### config.mk
export PLATFORM = sky130hd
export DESIGN_NAME = wdata_router_1to2_flat
export DESIGN_NICKNAME = d
export VERILOG_FILES = /design/src/rtl/wdata_router_1to2_if.sv /design/src/rtl/wdata_router_1to2.sv /design/src/flat_wrapper.sv
export SDC_FILE = /design/constraint.sdc
export NUM_CORES = 1
export LEC_CHECK = 0
export BUFFER_PORTS_ARGS = -buffer_cell sky130_fd_sc_hd__buf_2
export CORE_UTILIZATION = 34
export CTS_CLUSTER_DIAMETER = 60
export DETAILED_ROUTE_END_ITERATION = 7
export GPL_TIMING_DRIVEN = 1
export PLACE_DENSITY_LB_ADDON = 0.12
export SLEW_MARGIN = 10
export SYNTH_ARGS = -nofsm -noshare
export SYNTH_HDL_FRONTEND = slang
export SYNTH_SLANG_ARGS = --single-unit
### constraint.sdc
create_clock -name aclk -period 3.5 [get_ports aclk]
set_input_delay 0.175 -clock aclk [delete_from_list [all_inputs] [get_ports aclk]]
set_output_delay 0.175 -clock aclk [all_outputs]
set_load 0.005 [all_outputs]
### src/rtl/wdata_router_1to2_if.sv
`default_nettype none
// ============================================================================
// Module   : wdata_router_1to2_if
// Brief    : Bundle of snooped AW, W (master + two slaves) and B (master + two
//            slaves) signals for the 1-master/2-slave write router.
// Revision : 1.0 - initial release
// ============================================================================
interface wdata_router_1to2_if #(
  parameter int DATA_W = 32,
  parameter int ID_W   = 4
);
  localparam int STRB_W = DATA_W / 8;

  logic [31:0]       awaddr_m;
  logic              awvalid_m;
  logic              awready_m;
  logic              aw_full;

  logic [DATA_W-1:0] wdata_m;
  logic [STRB_W-1:0] wstrb_m;
  logic              wlast_m;
  logic              wvalid_m;
  logic              wready_m;

  logic [DATA_W-1:0] wdata_s1;
  logic [STRB_W-1:0] wstrb_s1;
  logic              wlast_s1;
  logic              wvalid_s1;
  logic              wready_s1;
  logic [DATA_W-1:0] wdata_s2;
  logic [STRB_W-1:0] wstrb_s2;
  logic              wlast_s2;
  logic              wvalid_s2;
  logic              wready_s2;

  logic [ID_W-1:0]   bid_s1;
  logic [1:0]        bresp_s1;
  logic              bvalid_s1;
  logic              bready_s1;
  logic [ID_W-1:0]   bid_s2;
  logic [1:0]        bresp_s2;
  logic              bvalid_s2;
  logic              bready_s2;

  logic [ID_W-1:0]   bid_m;
  logic [1:0]        bresp_m;
  logic              bvalid_m;
  logic              bready_m;

  logic              ovf_err;

  // Router's view of the bundle
  modport slave (
    input  awaddr_m, awvalid_m, awready_m,
    output aw_full,
    input  wdata_m, wstrb_m, wlast_m, wvalid_m,
    output wready_m,
    output wdata_s1, wstrb_s1, wlast_s1, wvalid_s1,
    input  wready_s1,
    output wdata_s2, wstrb_s2, wlast_s2, wvalid_s2,
    input  wready_s2,
    input  bid_s1, bresp_s1, bvalid_s1,
    output bready_s1,
    input  bid_s2, bresp_s2, bvalid_s2,
    output bready_s2,
    output bid_m, bresp_m, bvalid_m,
    input  bready_m,
    output ovf_err
  );

  // Environment's view: drives master-side requests and slave-side responses
  modport master (
    output awaddr_m, awvalid_m, awready_m,
    input  aw_full,
    output wdata_m, wstrb_m, wlast_m, wvalid_m,
    input  wready_m,
    input  wdata_s1, wstrb_s1, wlast_s1, wvalid_s1,
    output wready_s1,
    input  wdata_s2, wstrb_s2, wlast_s2, wvalid_s2,
    output wready_s2,
    output bid_s1, bresp_s1, bvalid_s1,
    input  bready_s1,
    output bid_s2, bresp_s2, bvalid_s2,
    input  bready_s2,
    input  bid_m, bresp_m, bvalid_m,
    output bready_m,
    input  ovf_err
  );
endinterface
`default_nettype wire

### src/rtl/wdata_router_1to2.sv
`default_nettype none
// ============================================================================
// Module   : wdata_router_1to2
// Brief    : Queues AW destinations in order, steers W bursts to slave 1/2 and
//            merges B responses through a grant-locked round-robin mux.
// Revision : 1.0 - initial release
// ============================================================================
module wdata_router_1to2 #(
  parameter int DEPTH   = 4,
  parameter int SEL_BIT = 28,
  parameter int ID_W    = 4,
  parameter int DATA_W  = 32
) (
  input  logic               aclk,
  input  logic               areset,
  wdata_router_1to2_if.slave bus
);
  localparam int               PTR_W    = $clog2(DEPTH);
  localparam int               CNT_W    = PTR_W + 1;
  localparam int               STRB_W   = DATA_W / 8;
  localparam logic [CNT_W-1:0] FULL_CNT = CNT_W'(DEPTH);
  localparam logic [0:0]       B_IDLE   = 1'b0;
  localparam logic [0:0]       B_BUSY   = 1'b1;

  // Destination FIFO: one bit per entry, 0 -> s1, 1 -> s2
  logic [DEPTH-1:0] dest_q, dest_d;
  logic [PTR_W-1:0] wr_ptr_q, wr_ptr_d;
  logic [PTR_W-1:0] rd_ptr_q, rd_ptr_d;
  logic [CNT_W-1:0] count_q, count_d;
  logic             ovf_q, ovf_d;

  logic fifo_empty, fifo_full, head;
  logic aw_hs, push, pop;
  logic to_s1, to_s2, w_ready;

  logic [DATA_W-1:0] w_data;
  logic [STRB_W-1:0] w_strb;

  always_comb begin
    fifo_empty = (count_q == '0);
    fifo_full  = (count_q == FULL_CNT);
    head       = dest_q[rd_ptr_q];
    to_s1      = !fifo_empty && !head;
    to_s2      = !fifo_empty && head;
    w_ready    = (to_s1 && bus.wready_s1) || (to_s2 && bus.wready_s2);
    aw_hs      = bus.awvalid_m && bus.awready_m;
    pop        = bus.wvalid_m && w_ready && bus.wlast_m;
    // A pop in the same cycle frees the slot a push into a full FIFO needs
    push       = aw_hs && (!fifo_full || pop);

    dest_d = dest_q;
    if (push) begin
      dest_d[wr_ptr_q] = bus.awaddr_m[SEL_BIT];
    end
    wr_ptr_d = push ? wr_ptr_q + PTR_W'(1) : wr_ptr_q;
    rd_ptr_d = pop  ? rd_ptr_q + PTR_W'(1) : rd_ptr_q;
    case ({push, pop})
      2'b10:   count_d = count_q + CNT_W'(1);
      2'b01:   count_d = count_q - CNT_W'(1);
      default: count_d = count_q;
    endcase
    ovf_d = ovf_q || (aw_hs && fifo_full && !pop);
  end

  always_ff @(posedge aclk or posedge areset) begin
    if (areset) begin
      dest_q   <= '0;
      wr_ptr_q <= '0;
      rd_ptr_q <= '0;
      count_q  <= '0;
      ovf_q    <= 1'b0;
    end else begin
      dest_q   <= dest_d;
      wr_ptr_q <= wr_ptr_d;
      rd_ptr_q <= rd_ptr_d;
      count_q  <= count_d;
      ovf_q    <= ovf_d;
    end
  end

  assign w_data        = bus.wdata_m;
  assign w_strb        = bus.wstrb_m;
  assign bus.wdata_s1  = w_data;
  assign bus.wstrb_s1  = w_strb;
  assign bus.wlast_s1  = bus.wlast_m;
  assign bus.wdata_s2  = w_data;
  assign bus.wstrb_s2  = w_strb;
  assign bus.wlast_s2  = bus.wlast_m;
  assign bus.wvalid_s1 = to_s1 && bus.wvalid_m;
  assign bus.wvalid_s2 = to_s2 && bus.wvalid_m;
  assign bus.wready_m  = w_ready;
  assign bus.aw_full   = fifo_full;
  assign bus.ovf_err   = ovf_q;

  // B response mux: grant 0 -> s1, 1 -> s2; last_q starts at s2 so s1 wins the first tie
  logic [0:0]      b_state_q, b_state_d;
  logic            grant_q, grant_d;
  logic            last_q, last_d;
  logic            b_valid_sel;
  logic [ID_W-1:0] b_id_sel;
  logic [1:0]      b_resp_sel;
  logic            b_ready_s1, b_ready_s2;

  always_ff @(posedge aclk or posedge areset) begin
    if (areset) begin
      b_state_q <= B_IDLE;
      grant_q   <= 1'b0;
      last_q    <= 1'b1;
    end else begin
      b_state_q <= b_state_d;
      grant_q   <= grant_d;
      last_q    <= last_d;
    end
  end

  always_comb begin
    b_state_d = b_state_q;
    grant_d   = grant_q;
    last_d    = last_q;
    case (b_state_q)
      B_IDLE: begin
        if (bus.bvalid_s1 || bus.bvalid_s2) begin
          b_state_d = B_BUSY;
          grant_d   = (bus.bvalid_s1 && bus.bvalid_s2) ? !last_q : bus.bvalid_s2;
        end
      end
      B_BUSY: begin
        if (b_valid_sel && bus.bready_m) begin
          b_state_d = B_IDLE;
          last_d    = grant_q;
        end
      end
      default: b_state_d = B_IDLE;
    endcase
  end

  always_comb begin
    b_valid_sel = 1'b0;
    b_id_sel    = '0;
    b_resp_sel  = 2'b00;
    b_ready_s1  = 1'b0;
    b_ready_s2  = 1'b0;
    if (b_state_q == B_BUSY) begin
      if (grant_q) begin
        b_valid_sel = bus.bvalid_s2;
        b_id_sel    = bus.bid_s2;
        b_resp_sel  = bus.bresp_s2;
        b_ready_s2  = bus.bready_m;
      end else begin
        b_valid_sel = bus.bvalid_s1;
        b_id_sel    = bus.bid_s1;
        b_resp_sel  = bus.bresp_s1;
        b_ready_s1  = bus.bready_m;
      end
    end
  end

  assign bus.bvalid_m  = b_valid_sel;
  assign bus.bid_m     = b_id_sel;
  assign bus.bresp_m   = b_resp_sel;
  assign bus.bready_s1 = b_ready_s1;
  assign bus.bready_s2 = b_ready_s2;

endmodule
`default_nettype wire

### src/flat_wrapper.sv
// flat-port wrapper written by rule: the top's interface ports become plain ports
module wdata_router_1to2_flat 
#(
  parameter int DEPTH   = 4,
  parameter int SEL_BIT = 28,
  parameter int ID_W    = 4,
  parameter int DATA_W  = 32
)
  (aclk, areset, bus_awaddr_m, bus_awvalid_m, bus_awready_m, bus_aw_full, bus_wdata_m, bus_wstrb_m, bus_wlast_m, bus_wvalid_m, bus_wready_m, bus_wdata_s1, bus_wstrb_s1, bus_wlast_s1, bus_wvalid_s1, bus_wready_s1, bus_wdata_s2, bus_wstrb_s2, bus_wlast_s2, bus_wvalid_s2, bus_wready_s2, bus_bid_s1, bus_bresp_s1, bus_bvalid_s1, bus_bready_s1, bus_bid_s2, bus_bresp_s2, bus_bvalid_s2, bus_bready_s2, bus_bid_m, bus_bresp_m, bus_bvalid_m, bus_bready_m, bus_ovf_err);
  wdata_router_1to2_if #(.DATA_W(DATA_W), .ID_W(ID_W)) bus_i ();
  input  logic aclk;
  input  logic areset;
  input wire logic [$bits(bus_i.awaddr_m)-1:0] bus_awaddr_m;
  input wire logic [$bits(bus_i.awvalid_m)-1:0] bus_awvalid_m;
  input wire logic [$bits(bus_i.awready_m)-1:0] bus_awready_m;
  output wire logic [$bits(bus_i.aw_full)-1:0] bus_aw_full;
  input wire logic [$bits(bus_i.wdata_m)-1:0] bus_wdata_m;
  input wire logic [$bits(bus_i.wstrb_m)-1:0] bus_wstrb_m;
  input wire logic [$bits(bus_i.wlast_m)-1:0] bus_wlast_m;
  input wire logic [$bits(bus_i.wvalid_m)-1:0] bus_wvalid_m;
  output wire logic [$bits(bus_i.wready_m)-1:0] bus_wready_m;
  output wire logic [$bits(bus_i.wdata_s1)-1:0] bus_wdata_s1;
  output wire logic [$bits(bus_i.wstrb_s1)-1:0] bus_wstrb_s1;
  output wire logic [$bits(bus_i.wlast_s1)-1:0] bus_wlast_s1;
  output wire logic [$bits(bus_i.wvalid_s1)-1:0] bus_wvalid_s1;
  input wire logic [$bits(bus_i.wready_s1)-1:0] bus_wready_s1;
  output wire logic [$bits(bus_i.wdata_s2)-1:0] bus_wdata_s2;
  output wire logic [$bits(bus_i.wstrb_s2)-1:0] bus_wstrb_s2;
  output wire logic [$bits(bus_i.wlast_s2)-1:0] bus_wlast_s2;
  output wire logic [$bits(bus_i.wvalid_s2)-1:0] bus_wvalid_s2;
  input wire logic [$bits(bus_i.wready_s2)-1:0] bus_wready_s2;
  input wire logic [$bits(bus_i.bid_s1)-1:0] bus_bid_s1;
  input wire logic [$bits(bus_i.bresp_s1)-1:0] bus_bresp_s1;
  input wire logic [$bits(bus_i.bvalid_s1)-1:0] bus_bvalid_s1;
  output wire logic [$bits(bus_i.bready_s1)-1:0] bus_bready_s1;
  input wire logic [$bits(bus_i.bid_s2)-1:0] bus_bid_s2;
  input wire logic [$bits(bus_i.bresp_s2)-1:0] bus_bresp_s2;
  input wire logic [$bits(bus_i.bvalid_s2)-1:0] bus_bvalid_s2;
  output wire logic [$bits(bus_i.bready_s2)-1:0] bus_bready_s2;
  output wire logic [$bits(bus_i.bid_m)-1:0] bus_bid_m;
  output wire logic [$bits(bus_i.bresp_m)-1:0] bus_bresp_m;
  output wire logic [$bits(bus_i.bvalid_m)-1:0] bus_bvalid_m;
  input wire logic [$bits(bus_i.bready_m)-1:0] bus_bready_m;
  output wire logic [$bits(bus_i.ovf_err)-1:0] bus_ovf_err;
  assign bus_i.awaddr_m = bus_awaddr_m;
  assign bus_i.awvalid_m = bus_awvalid_m;
  assign bus_i.awready_m = bus_awready_m;
  assign bus_aw_full = bus_i.aw_full;
  assign bus_i.wdata_m = bus_wdata_m;
  assign bus_i.wstrb_m = bus_wstrb_m;
  assign bus_i.wlast_m = bus_wlast_m;
  assign bus_i.wvalid_m = bus_wvalid_m;
  assign bus_wready_m = bus_i.wready_m;
  assign bus_wdata_s1 = bus_i.wdata_s1;
  assign bus_wstrb_s1 = bus_i.wstrb_s1;
  assign bus_wlast_s1 = bus_i.wlast_s1;
  assign bus_wvalid_s1 = bus_i.wvalid_s1;
  assign bus_i.wready_s1 = bus_wready_s1;
  assign bus_wdata_s2 = bus_i.wdata_s2;
  assign bus_wstrb_s2 = bus_i.wstrb_s2;
  assign bus_wlast_s2 = bus_i.wlast_s2;
  assign bus_wvalid_s2 = bus_i.wvalid_s2;
  assign bus_i.wready_s2 = bus_wready_s2;
  assign bus_i.bid_s1 = bus_bid_s1;
  assign bus_i.bresp_s1 = bus_bresp_s1;
  assign bus_i.bvalid_s1 = bus_bvalid_s1;
  assign bus_bready_s1 = bus_i.bready_s1;
  assign bus_i.bid_s2 = bus_bid_s2;
  assign bus_i.bresp_s2 = bus_bresp_s2;
  assign bus_i.bvalid_s2 = bus_bvalid_s2;
  assign bus_bready_s2 = bus_i.bready_s2;
  assign bus_bid_m = bus_i.bid_m;
  assign bus_bresp_m = bus_i.bresp_m;
  assign bus_bvalid_m = bus_i.bvalid_m;
  assign bus_i.bready_m = bus_bready_m;
  assign bus_ovf_err = bus_i.ovf_err;
  wdata_router_1to2 #(.DEPTH(DEPTH), .SEL_BIT(SEL_BIT), .ID_W(ID_W), .DATA_W(DATA_W)) u_core (.aclk(aclk), .areset(areset), .bus(bus_i));
endmodule
==> summary.md <==
| Metric | Value |
|---|---|
| Cell at the root of the clock tree | clkbuf_8 |
| H-tree level count | 1 |
| Number of warnings reported in the yosys synthesis log | 0 |
| Clock transition at path regs | 60 ps |
| Critical path type | flip-flop to flip-flop |
| HPWL after detailed placement | 2250 um |
| Crit path largest cell delay | 580 ps |
| Area overhead of the layout relative to synthesis | -16.8% |
| Die ar. | 4810 um^2 |
| Register area share after synthesis | 0.244 |
| Instance area at placement | 1240 um^2 |
| Post-Syn Area | 1540 um^2 |
| Biggest fanout along the worst timing path | 8 |
| # IOs | 179 |
| Clock period minus worst slack | 2590 ps |
| Diodes inserted | 0 |
| Number of max-slew violations in the final report | 0 |
| Category of the worst setup path launch point | flip-flop |
| Capturing element type of the critical path | flip-flop |
| Power density relative to cell area | 736 nW/um^2 |
| Largest net degree at the start of global routing | 16 |
| Setup slack of the most critical reg-to-reg path | 910 ps |
| Async set or reset register ratio after synthesis | 1.00 |
| Remaining DRCs | 0 |
| Worst skew pair latency | 240 ps |
| Area of all placed cells without fillers | 1280 um^2 |
| First-pass GRT wire length | 4440 um |
| CP required | 3630 ps |
| Run status | finished with violations |
| Drt initial violations | 27 |
| Total of flip-flops plus latches after synthesis | 15 |
| Static Leak | 0.606 nW |
| Final setup violation count | 0 |
| Final Cycle Share | 0.740 |
| Via count of the first global-routing pass | 905 |
| Effective utilization at floorplan | 0.354 |
| Via density | 4.89 |
| Final hold viol count | 14 |
| Routed len/inst | 14.5 um |
| Layout Nets | 235 |
| Total nets after synthesis | 267 |
| Maximum achievable frequency | 0.386 GHz |
| Metal3 WL | 275 um |
| Count of port buffers added during placement | 39 |
| Worst Clk Skew | 2.00 ps |
| Highest signal layer in the routed design | met4 |
| GRT overflow | 0 |
| Actual transition at the worst max-transition pin | 584 ps |
| Path depth of the worst reg2reg path | 5 |
| VDD IR max | 0.000290 V |
| Final weighted congestion in routability-driven placement | 0.758 |
| Reg-to-reg startpoint | u_core.rd_ptr_q[0] |
| Critical R2R Capture | u_core.count_q[1] |
| Hold WS | -15.8 ps |
| Die W | 69.4 um |
| Initial antenna violation count | 0 |
| Die Y | 69.4 um |
| Violated checks | negative hold slack |
| Clock buffer depth | 2 |
| Total detailed-routing wirelength | 2750 um |
| Power after layout | 0.945 mW |
| Number of standard cells in the layout, taps in and fillers out | 190 |
| Number of cells in the design after placement | 186 |
| WL met1 | 998 um |
| Buffers inserted during post-CTS setup optimization | 0 |
| Iteration count of the initial detailed-routing pass | 4 |
| Number of sinks on the clock net | 15 |
| Top FF cell, synth | dfrtp_1 |
| Post-cts gate resize count | 0 |
| CP Data Arrival Time | 2720 ps |
| Layout cells sized above 1 | 0.406 |
| Sequence of cells on the critical path | mux4_2 -> mux2i_4 -> nor4_1 -> fa_1 -> o32a_2 |
| Max-slew headroom | 0.610 |
| Min-delay worst type | primary input to asynchronous set/reset pin |
| Max-cap viol count | 0 |
| Library cell contributing the largest single delay on the critical path | mux4_2 |
| Vias post-DR | 930 |
| Number of flops mapped to enable cells by yosys | 0 |
| Number of clock buffers inserted by TritonCTS | 3 |
| Site row count | 24 |
| Detailed route wirelength on metal2 | 1420 um |
| Unrepaired setup endpoints after global routing | false |
| Cell variety after synth | 36 |
| Antenna violation net count after detailed routing | 0 |
| Post-Synthesis Cells | 171 |
| Setup tns final | 0 ps |
| TritonCTS clock tree | built |
| Mean post-synth cell area | 9.02 um^2 |
| Number of buffers added to fix hold violations after cts | 0 |
| Combined global-route utilization of all metal layers | 0.113 |
| Floorplan Core Area | 4350 um^2 |
==> state kept, by name, summed over array words and instances, names as in the netlist <==
register / count
u_core.grant_q: 1
u_core.bus.ovf_err: 1
u_core.b_state_q: 1
u_core.dest_q: 4
u_core.count_q: 3
u_core.wr_ptr_q: 2
u_core.last_q: 1
u_core.rd_ptr_q: 2
==> critical path: cells and delay by family (launching register included) <==
kind                       cells  cell delay, ps
adders and majority gates      1             490
AOI/OAI and AO/OA              1             380
and+or+nand+nor                1             360
muxes                          2             840
DFF                            1             400
==> worst max-delay path by stage <==
| stage | slack (ps) | to | depth (start not counted) | from |
|---|---|---|---|---|
| 6_report | 910 | u_core.count_q[1] | 5 | u_core.rd_ptr_q[0] |
| 5_1_grt | 810 | u_core.count_q[2] | 6 | u_core.rd_ptr_q[0] |
| 4_1_cts | 910 | u_core.count_q[1] | 5 | u_core.rd_ptr_q[0] |
| 3_5_place_dp | 920 | u_core.count_q[1] | 5 | u_core.rd_ptr_q[0] |
| 3_3_place_gp | 910 | u_core.count_q[1] | 5 | u_core.rd_ptr_q[0] |
| 2_1_floorplan | 1040 | u_core.count_q[1] | 5 | u_core.rd_ptr_q[0] |
==> logic make-up after synthesis <==
logic type      synth area share
xor+xnor                  0.0227
fa+ha+maj                 0.0454
buf+inv                    0.375
flops                      0.244
compound gates            0.0681
mux                        0.125
simple gates               0.119
==> synth_stat cells, drive strengths merged, types with 3 or more instances <==
cell type / number / area, um^2
buf: 75 / 561
dfrtp: 14 / 350
ha: 4 / 50.1
inv: 3 / 11.3
mux2: 6 / 67.6
mux2i: 9 / 103
nand2: 9 / 33.8
nand3: 5 / 25.0
nor2: 13 / 48.8
nor3: 3 / 20.0
o21ai: 4 / 27.5
xnor2: 3 / 26.3
==> per-stage QoR <==
| step | utilization | setup WS [ps] |
|---|---|---|
| final | 0.295 | 909 |
| after global routing | 0.295 | 810 |
| after CTS | 0.295 | 911 |
| after detailed placement | 0.284 | 922 |
| after global placement | 0.284 | 914 |
| after floorplan | - | 1040 |
==> cell type report <==
type | count | area, um^2
fill | 463 | 3070
multi-input combinational | 76 | 587
sequential | 15 | 377
timing repair buffer | 39 | 195
tap | 52 | 65.1
clock buffer | 4 | 45.0
inverter | 4 | 15.0
==> report_power, final <==
part / switching, mW / internal (mW) / leakage (nW)
clock network: 0.0587 / 0.0805 / 0.0228
logic: 0.202 / 0.245 / 0.407
registers: 0.0988 / 0.260 / 0.176
==> layer usage <==
metal  up-vias  global-route usage
met1       429               0.120
met2        56               0.197
met4         0              0.0385
met3        17              0.0494
li1        428                   -
met5         -                   0
==> layout by cell type, fill, tap and decap left out, drive strengths merged, types with 2 or more instances in the layout <==
master / count
inv: 3
ha: 4
nor2: 13
buf: 39
and2: 2
nor3b: 2
nand2: 9
nor3: 3
xnor2: 3
o21ai: 4
nand3: 5
nor4: 2
mux2i: 9
mux2: 6
dfrtp: 14
clkbuf: 4
(Power assumes the default switching activity.)
